File: config.mk
export PLATFORM = sky130hd
export DESIGN_NAME = memgame_ctrl
export DESIGN_NICKNAME = d
export VERILOG_FILES = /design/src/rtl/memgame_pkg.sv /design/src/rtl/memgame_seq_mem.sv /design/src/rtl/memgame_ctrl.sv
export SDC_FILE = /design/constraint.sdc
export NUM_CORES = 1
export LEC_CHECK = 0
export ABC_AREA = 1
export BUFFER_PORTS_ARGS = -buffer_cell sky130_fd_sc_hd__clkbuf_2
export CORE_MARGIN = 2
export CORE_UTILIZATION = 30
export CTS_BUF_LIST = sky130_fd_sc_hd__clkbuf_4
export CTS_CLUSTER_DIAMETER = 60
export CTS_CLUSTER_SIZE = 24
export DETAILED_ROUTE_END_ITERATION = 12
export SLEW_MARGIN = 20
export SYNTH_ARGS = -nofsm -noshare
export SYNTH_HDL_FRONTEND = slang
export SYNTH_SLANG_ARGS = --single-unit
File: constraint.sdc
create_clock -name clk -period 2.5 [get_ports clk]
set_input_delay 0.75 -clock clk [delete_from_list [all_inputs] [get_ports clk]]
set_output_delay 0.75 -clock clk [all_outputs]
set_load 0.02 [all_outputs]
File: src/rtl/memgame_pkg.sv
// Shared types and constants for the memory game sequence controller.
package memgame_pkg;

  localparam int NUM_W         = 4;
  localparam int MAX_LEN_LIMIT = 16;

  typedef enum logic [2:0] {
    S_IDLE,
    S_ADD,
    S_SHOW,
    S_GAP,
    S_INPUT,
    S_WIN,
    S_FAIL
  } state_t;

  // Largest of three cycle counts; sizes the shared down-counter.
  function automatic int max3(input int a, input int b, input int c);
    int m;
    m = (a > b) ? a : b;
    return (m > c) ? m : c;
  endfunction

endpackage

File: src/rtl/memgame_seq_mem.sv
// Sequence storage: one synchronous write port, one combinational read port.
// Contents are deliberately not reset; entries beyond the current length are never read.
module memgame_seq_mem
  import memgame_pkg::*;
#(
  parameter int DEPTH = MAX_LEN_LIMIT,
  parameter int AW    = (DEPTH > 1) ? $clog2(DEPTH) : 1
) (
  input  logic             clk,
  input  logic             wr_en,
  input  logic [AW-1:0]    wr_addr,
  input  logic [NUM_W-1:0] wr_data,
  input  logic [AW-1:0]    rd_addr,
  output logic [NUM_W-1:0] rd_data
);

  logic [NUM_W-1:0] mem [DEPTH];

  // Capture a new sequence element when the controller asks for it.
  always_ff @(posedge clk) begin
    if (wr_en) begin
      mem[wr_addr] <= wr_data;
    end
  end

  assign rd_data = mem[rd_addr];

endmodule

File: src/rtl/memgame_ctrl.sv
// Memory game sequence controller: grows a random sequence one element per
// round, plays it back on the display path and checks the player's entries.
// Optional build macro MEMGAME_TIMEOUT_EN adds an input timeout that fails
// the game when no entry arrives within TIMEOUT_CYCLES.
module memgame_ctrl
  import memgame_pkg::*;
#(
  parameter int MAX_LEN        = 16,
  parameter int SHOW_CYCLES    = 25_000_000,
  parameter int GAP_CYCLES     = 12_500_000,
  parameter int TIMEOUT_CYCLES = 250_000_000,
  localparam int LEN_W         = $clog2(MAX_LEN + 1)
) (
  input  logic             clk,
  input  logic             rst_n,
  input  logic             start,
  input  logic [NUM_W-1:0] rnd_in,
  input  logic             guess_valid,
  input  logic [NUM_W-1:0] guess,
  output logic             show_valid,
  output logic [NUM_W-1:0] show_num,
  output logic             awaiting_input,
  output logic [LEN_W-1:0] level,
  output logic             win,
  output logic             fail
);

  localparam int AW      = (MAX_LEN > 1) ? $clog2(MAX_LEN) : 1;
  localparam int TMR_MAX = max3(SHOW_CYCLES, GAP_CYCLES, TIMEOUT_CYCLES);
  localparam int TMR_W   = $clog2(TMR_MAX + 1);

  localparam logic [TMR_W-1:0] SHOW_LOAD = TMR_W'(SHOW_CYCLES - 1);
  localparam logic [TMR_W-1:0] GAP_LOAD  = TMR_W'(GAP_CYCLES - 1);
`ifdef MEMGAME_TIMEOUT_EN
  localparam logic [TMR_W-1:0] INPUT_LOAD = TMR_W'(TIMEOUT_CYCLES - 1);
`else
  localparam logic [TMR_W-1:0] INPUT_LOAD = '0;
`endif

  state_t           state;
  logic [LEN_W-1:0] len;
  logic [LEN_W-1:0] idx;
  logic [LEN_W-1:0] len_m1;
  logic [TMR_W-1:0] timer;
  logic [NUM_W-1:0] rd_data;
  logic             last_idx;

  assign len_m1   = len - LEN_W'(1);
  assign last_idx = (idx == len_m1);
  assign level    = len;
  assign show_num = show_valid ? rd_data : '0;

  memgame_seq_mem #(
    .DEPTH (MAX_LEN),
    .AW    (AW)
  ) u_seq_mem (
    .clk     (clk),
    .wr_en   (state == S_ADD),
    .wr_addr (len[AW-1:0]),
    .wr_data (rnd_in),
    .rd_addr (idx[AW-1:0]),
    .rd_data (rd_data)
  );

  // Game FSM with its shared timer, length/index counters and registered status outputs.
  always_ff @(posedge clk or negedge rst_n) begin
    if (!rst_n) begin
      state          <= S_IDLE;
      len            <= '0;
      idx            <= '0;
      timer          <= '0;
      show_valid     <= 1'b0;
      awaiting_input <= 1'b0;
      win            <= 1'b0;
      fail           <= 1'b0;
    end else begin
      case (state)
        S_IDLE: begin
          if (start) begin
            len   <= '0;
            idx   <= '0;
            timer <= '0;
            state <= S_ADD;
          end
        end

        S_ADD: begin
          len        <= len + LEN_W'(1);
          idx        <= '0;
          timer      <= SHOW_LOAD;
          show_valid <= 1'b1;
          state      <= S_SHOW;
        end

        S_SHOW: begin
          if (timer == '0) begin
            show_valid <= 1'b0;
            timer      <= GAP_LOAD;
            state      <= S_GAP;
          end else begin
            timer <= timer - TMR_W'(1);
          end
        end

        S_GAP: begin
          if (timer == '0) begin
            if (last_idx) begin
              idx            <= '0;
              awaiting_input <= 1'b1;
              timer          <= INPUT_LOAD;
              state          <= S_INPUT;
            end else begin
              idx        <= idx + LEN_W'(1);
              show_valid <= 1'b1;
              timer      <= SHOW_LOAD;
              state      <= S_SHOW;
            end
          end else begin
            timer <= timer - TMR_W'(1);
          end
        end

        S_INPUT: begin
          if (guess_valid) begin
            if (guess != rd_data) begin
              fail           <= 1'b1;
              awaiting_input <= 1'b0;
              timer          <= '0;
              state          <= S_FAIL;
            end else if (!last_idx) begin
              idx   <= idx + LEN_W'(1);
              timer <= INPUT_LOAD;
            end else if (len == LEN_W'(MAX_LEN)) begin
              win            <= 1'b1;
              awaiting_input <= 1'b0;
              timer          <= '0;
              state          <= S_WIN;
            end else begin
              awaiting_input <= 1'b0;
              timer          <= '0;
              state          <= S_ADD;
            end
          end
`ifdef MEMGAME_TIMEOUT_EN
          else if (timer == '0) begin
            fail           <= 1'b1;
            awaiting_input <= 1'b0;
            state          <= S_FAIL;
          end else begin
            timer <= timer - TMR_W'(1);
          end
`endif
        end

        S_WIN, S_FAIL: begin
          if (start) begin
            len   <= '0;
            idx   <= '0;
            win   <= 1'b0;
            fail  <= 1'b0;
            timer <= '0;
            state <= S_ADD;
          end
        end

        default: begin
          state <= S_IDLE;
        end
      endcase
    end
  end

endmodule

==> impl_metrics.py <==
metrics = {
    "outcome": {
        "status": "finished with violations",
        "failed_checks": "setup timing",
    },
    "drt": {
        "num_vias": 4851,
        "postRouteAntennaNets": 0,
        "drt_wl_total_mm": 15.0,
        "vias_per_cell": 4.58,
        "first_pass_iters": 5,
        "drc": 0,
        "drt_iter0_markers": 356,
        "routedWlPerCell_um": 14.2,
    },
    "sta": {
        "relSlewSlack": 0.647,
        "finalCritPeriodShare": 1.11,
        "final-max-slew-violation-count": 0,
        "clock_skew_ns": 0.0282,
        "min_period_ns": 2.77,
        "layout_setup_ws_ns": -0.275,
        "final-hold-violation-count": 0,
        "fmax_ghz": 0.360,
        "setup_viol": 4,
        "worst_slew_pin_slew_ns": 0.530,
        "rsz0062_at_grt": "yes",
    },
    "cells_and_area": {
        "area_delta_synth_final_pct": 15.0,
        "layout_commonest_cell": "nand2_1",
        "final_nets": 801,
        "finalInstanceArea_um2": 7040,
        "fin_cells": 1059,
        "fill_cells": 2055,
        "drive_gt1_frac": 0.188,
        "final_cell_mix": "209 x nand2_1, 91 x inv_1, 67 x nor2_1, 66 x nand3_1, 64 x edfxtp_1",
    },
    "yosys": {
        "synth_area_um2": 6120,
        "ys_seq_elements": 109,
        "synth.distinct_cells": 39,
        "yosys_warnings": 0,
        "yosys_most_used_dff": "edfxtp_1",
        "syn_avg_cell_area_um2": 8.28,
        "syn_inst": 739,
        "async_reset_ff_frac": 0.413,
        "synth_edf_count": 64,
        "ys_seq_area_frac": 0.498,
        "syn_nets": 757,
    },
    "hold_path": {
        "min_path_type": "primary input to async pin",
    },
    "setup_path": {
        "worstPathRequired_ns": 1.75,
        "crit_path_frequent_cell": "nand2_1",
        "reg2reg_slack_ns": 0.26,
        "crit_slowest_cell": "dfrtp_2",
        "cp-endpoint": "show_num[2]",
        "timing.rr.start": "idx[0]$_DFFE_PN0P_",
        "critPathMaxStageDelay_ns": 0.50,
        "crit_path_end_kind": "output pin",
        "r2r_cells": 16,
        "cp_max_fo": 10,
        "critPathKind": "flip-flop to output pin",
        "path_cells": "inv_4 -> buf_12 -> nand2_1 -> nand2_1 -> nand2_1 -> nand3_2 -> nand3_2 -> a21oi_2 -> clkbuf_8",
        "startpoint": "idx[0]$_DFFE_PN0P_",
        "crit_arrival_ns": 2.02,
        "cp-start-kind": "flip-flop",
        "r2r-end": "state[1]$_DFFE_PN0P_",
    },
    "power_and_ir_drop": {
        "power_per_cell_area_nw_per_um2": 1050,
        "leakage_nw": 3.17,
        "peakVddDrop_mv": 0.385,
    },
    "grt": {
        "grt_pass1_vias": 4820,
        "track_usage": 0.145,
        "grt_pass1_wl_mm": 24.8,
        "grt_max_degree": 25,
        "grt_remaining_overflow": 0,
        "antenna_found_initial": 1,
    },
    "floorplanning": {
        "core_um2": 20100,
        "ios": 25,
        "die_x_um": 147,
        "std_cell_rows": 52,
        "start_util": 0.304,
        "die_area_um2": 21600,
        "die_h_um": 147,
    },
    "job": {
        "maxCapViolations": 0,
    },
    "placed_design": {
        "dp_hpwl_mm": 10.3,
        "gp_congestion": 0.843,
        "portBuffers": 24,
        "dp_cells": 1033,
        "placed_cell_area_um2": 6600,
    },
    "cts": {
        "clk_latency_ns": 0.49,
        "cts_tree": "done",
        "cts.sinks": 109,
        "cts_buffer_depth": 2,
        "cts_buffers": 9,
        "cts_root_buf": "clkbuf_4",
        "path_clk_slew_ns": 0.20,
        "htree_levels": 3,
    },
}
[worst min path at each step]
stage                          start                    endpoint  slack, ns  cells past startpoint
global route                   rst_n       timer[11]$_DFFE_PN0P_       0.16                      1
global placement    fail$_DFFE_PN0P_            fail$_DFFE_PN0P_       0.46                      2
detailed placement  fail$_DFFE_PN0P_            fail$_DFFE_PN0P_       0.49                      2
CTS                            rst_n       timer[11]$_DFFE_PN0P_       0.16                      1
finish                         rst_n       timer[11]$_DFFE_PN0P_       0.18                      1
floorplan                      rst_n  awaiting_input$_DFFE_PN0P_       0.45                      0
[flip-flops by register name (all words and copies together) (netlist names)]
register        flops
state               3
awaiting_input      1
timer              28
u_seq_mem.mem      64
idx                 5
win                 1
fail                1
show_valid          1
level               5
[synth_stat cells, types with 2 or more instances]
cell type  number  area, um^2
inv_1          91         342
inv_2          14        52.6
xor2_1         14         123
a22oi_1         8        60.1
buf_6           7        78.8
or2_1           3        18.8
nand4_1         7        43.8
nand3_1        77         385
o21ai_1         9        45.0
buf_2          10        50.1
edfxtp_1       64        1920
nand3_2         3        30.0
o21ai_2         2        17.5
nand2_1       211         792
nor2_1         67         251
nand2_2        16         100
nor2_2         11        68.8
nor2_8          2        40.0
a21oi_1        18        90.1
dfrtp_1        45        1130
xnor2_1         7        61.3
nor3_2          2        20.0
nand4_4         2        42.5
or2_2           3        18.8
nor2_4          5        56.3
nor3_1          9        45.0
o21ai_0        14        70.1
ha_1            6        75.1
nor4_1          2        12.5
[where the power goes]
group | leakage (nW) | internal (mW) | total (mW) | switching, mW
logic | 1.96 | 1.36 | 3.83 | 2.47
clock network | 0.0868 | 0.272 | 1.00 | 0.728
registers | 1.13 | 2.22 | 2.53 | 0.309
[metal layers]
layer,wire (um),track usage,up-vias
li1,-,-,2461
met1,7310,0.203,2280
met2,6960,0.235,100
met3,623,0.0183,10
met4,150,0.0422,0
met5,0,0,-
[layout make-up]
type | count | area, um^2 | area share
Clock buffer | 9 | 67.6 | 0.00960
Sequential cell | 109 | 3050 | 0.433
Clock inverter | 7 | 96.3 | 0.0137
Tap cell | 270 | 338 | 0.0480
Multi-Input combinational cell | 506 | 2620 | 0.373
Antenna cell | 1 | 2.50 | 0.000356
Inverter | 106 | 403 | 0.0573
Timing Repair Buffer | 51 | 459 | 0.0653
[worst max-delay path, delay by kind of cell, from the launching register on]
| family | cells | cell delay, ns |
|---|---|---|
| AND/OR/NAND/NOR | 5 | 0.44 |
| AO/OA/AOI/OAI | 1 | 0.21 |
| buffers and inverters | 3 | 0.40 |
| flip-flops | 1 | 0.50 |
[what timing repair did]
item	in CTS	in global routing
pin swaps	13	1
hold buffers	0	0
gates resized for setup	31	3
buffers inserted	6	0
endpoints found under the hold margin	0	0
setup endpoints to repair	4	17
gates cloned	3	0
[per-stage QoR]
stage                     power, mW  hold WS [ns]  TNS, ns   util  setup slack [ns]
final                          7.36         0.178   -0.946  0.350            -0.275
after global routing           7.97         0.163    -1.30  0.350            -0.345
after CTS                      7.37         0.158   -0.951  0.349            -0.251
after detailed placement       6.11         0.485        0  0.328             0.220
after global placement         6.05         0.461        0  0.328             0.242
after floorplan                5.14         0.454        0      -             0.390
[kinds of logic after synthesis]
family | count (synthesis) | share of synthesized area
compound gates | 54 | 0.0495
xor+xnor | 21 | 0.0300
fa+ha+maj | 6 | 0.0123
buf+inv | 124 | 0.0877
flops | 109 | 0.498
simple gates | 425 | 0.323
(Power assumes the default switching activity.)
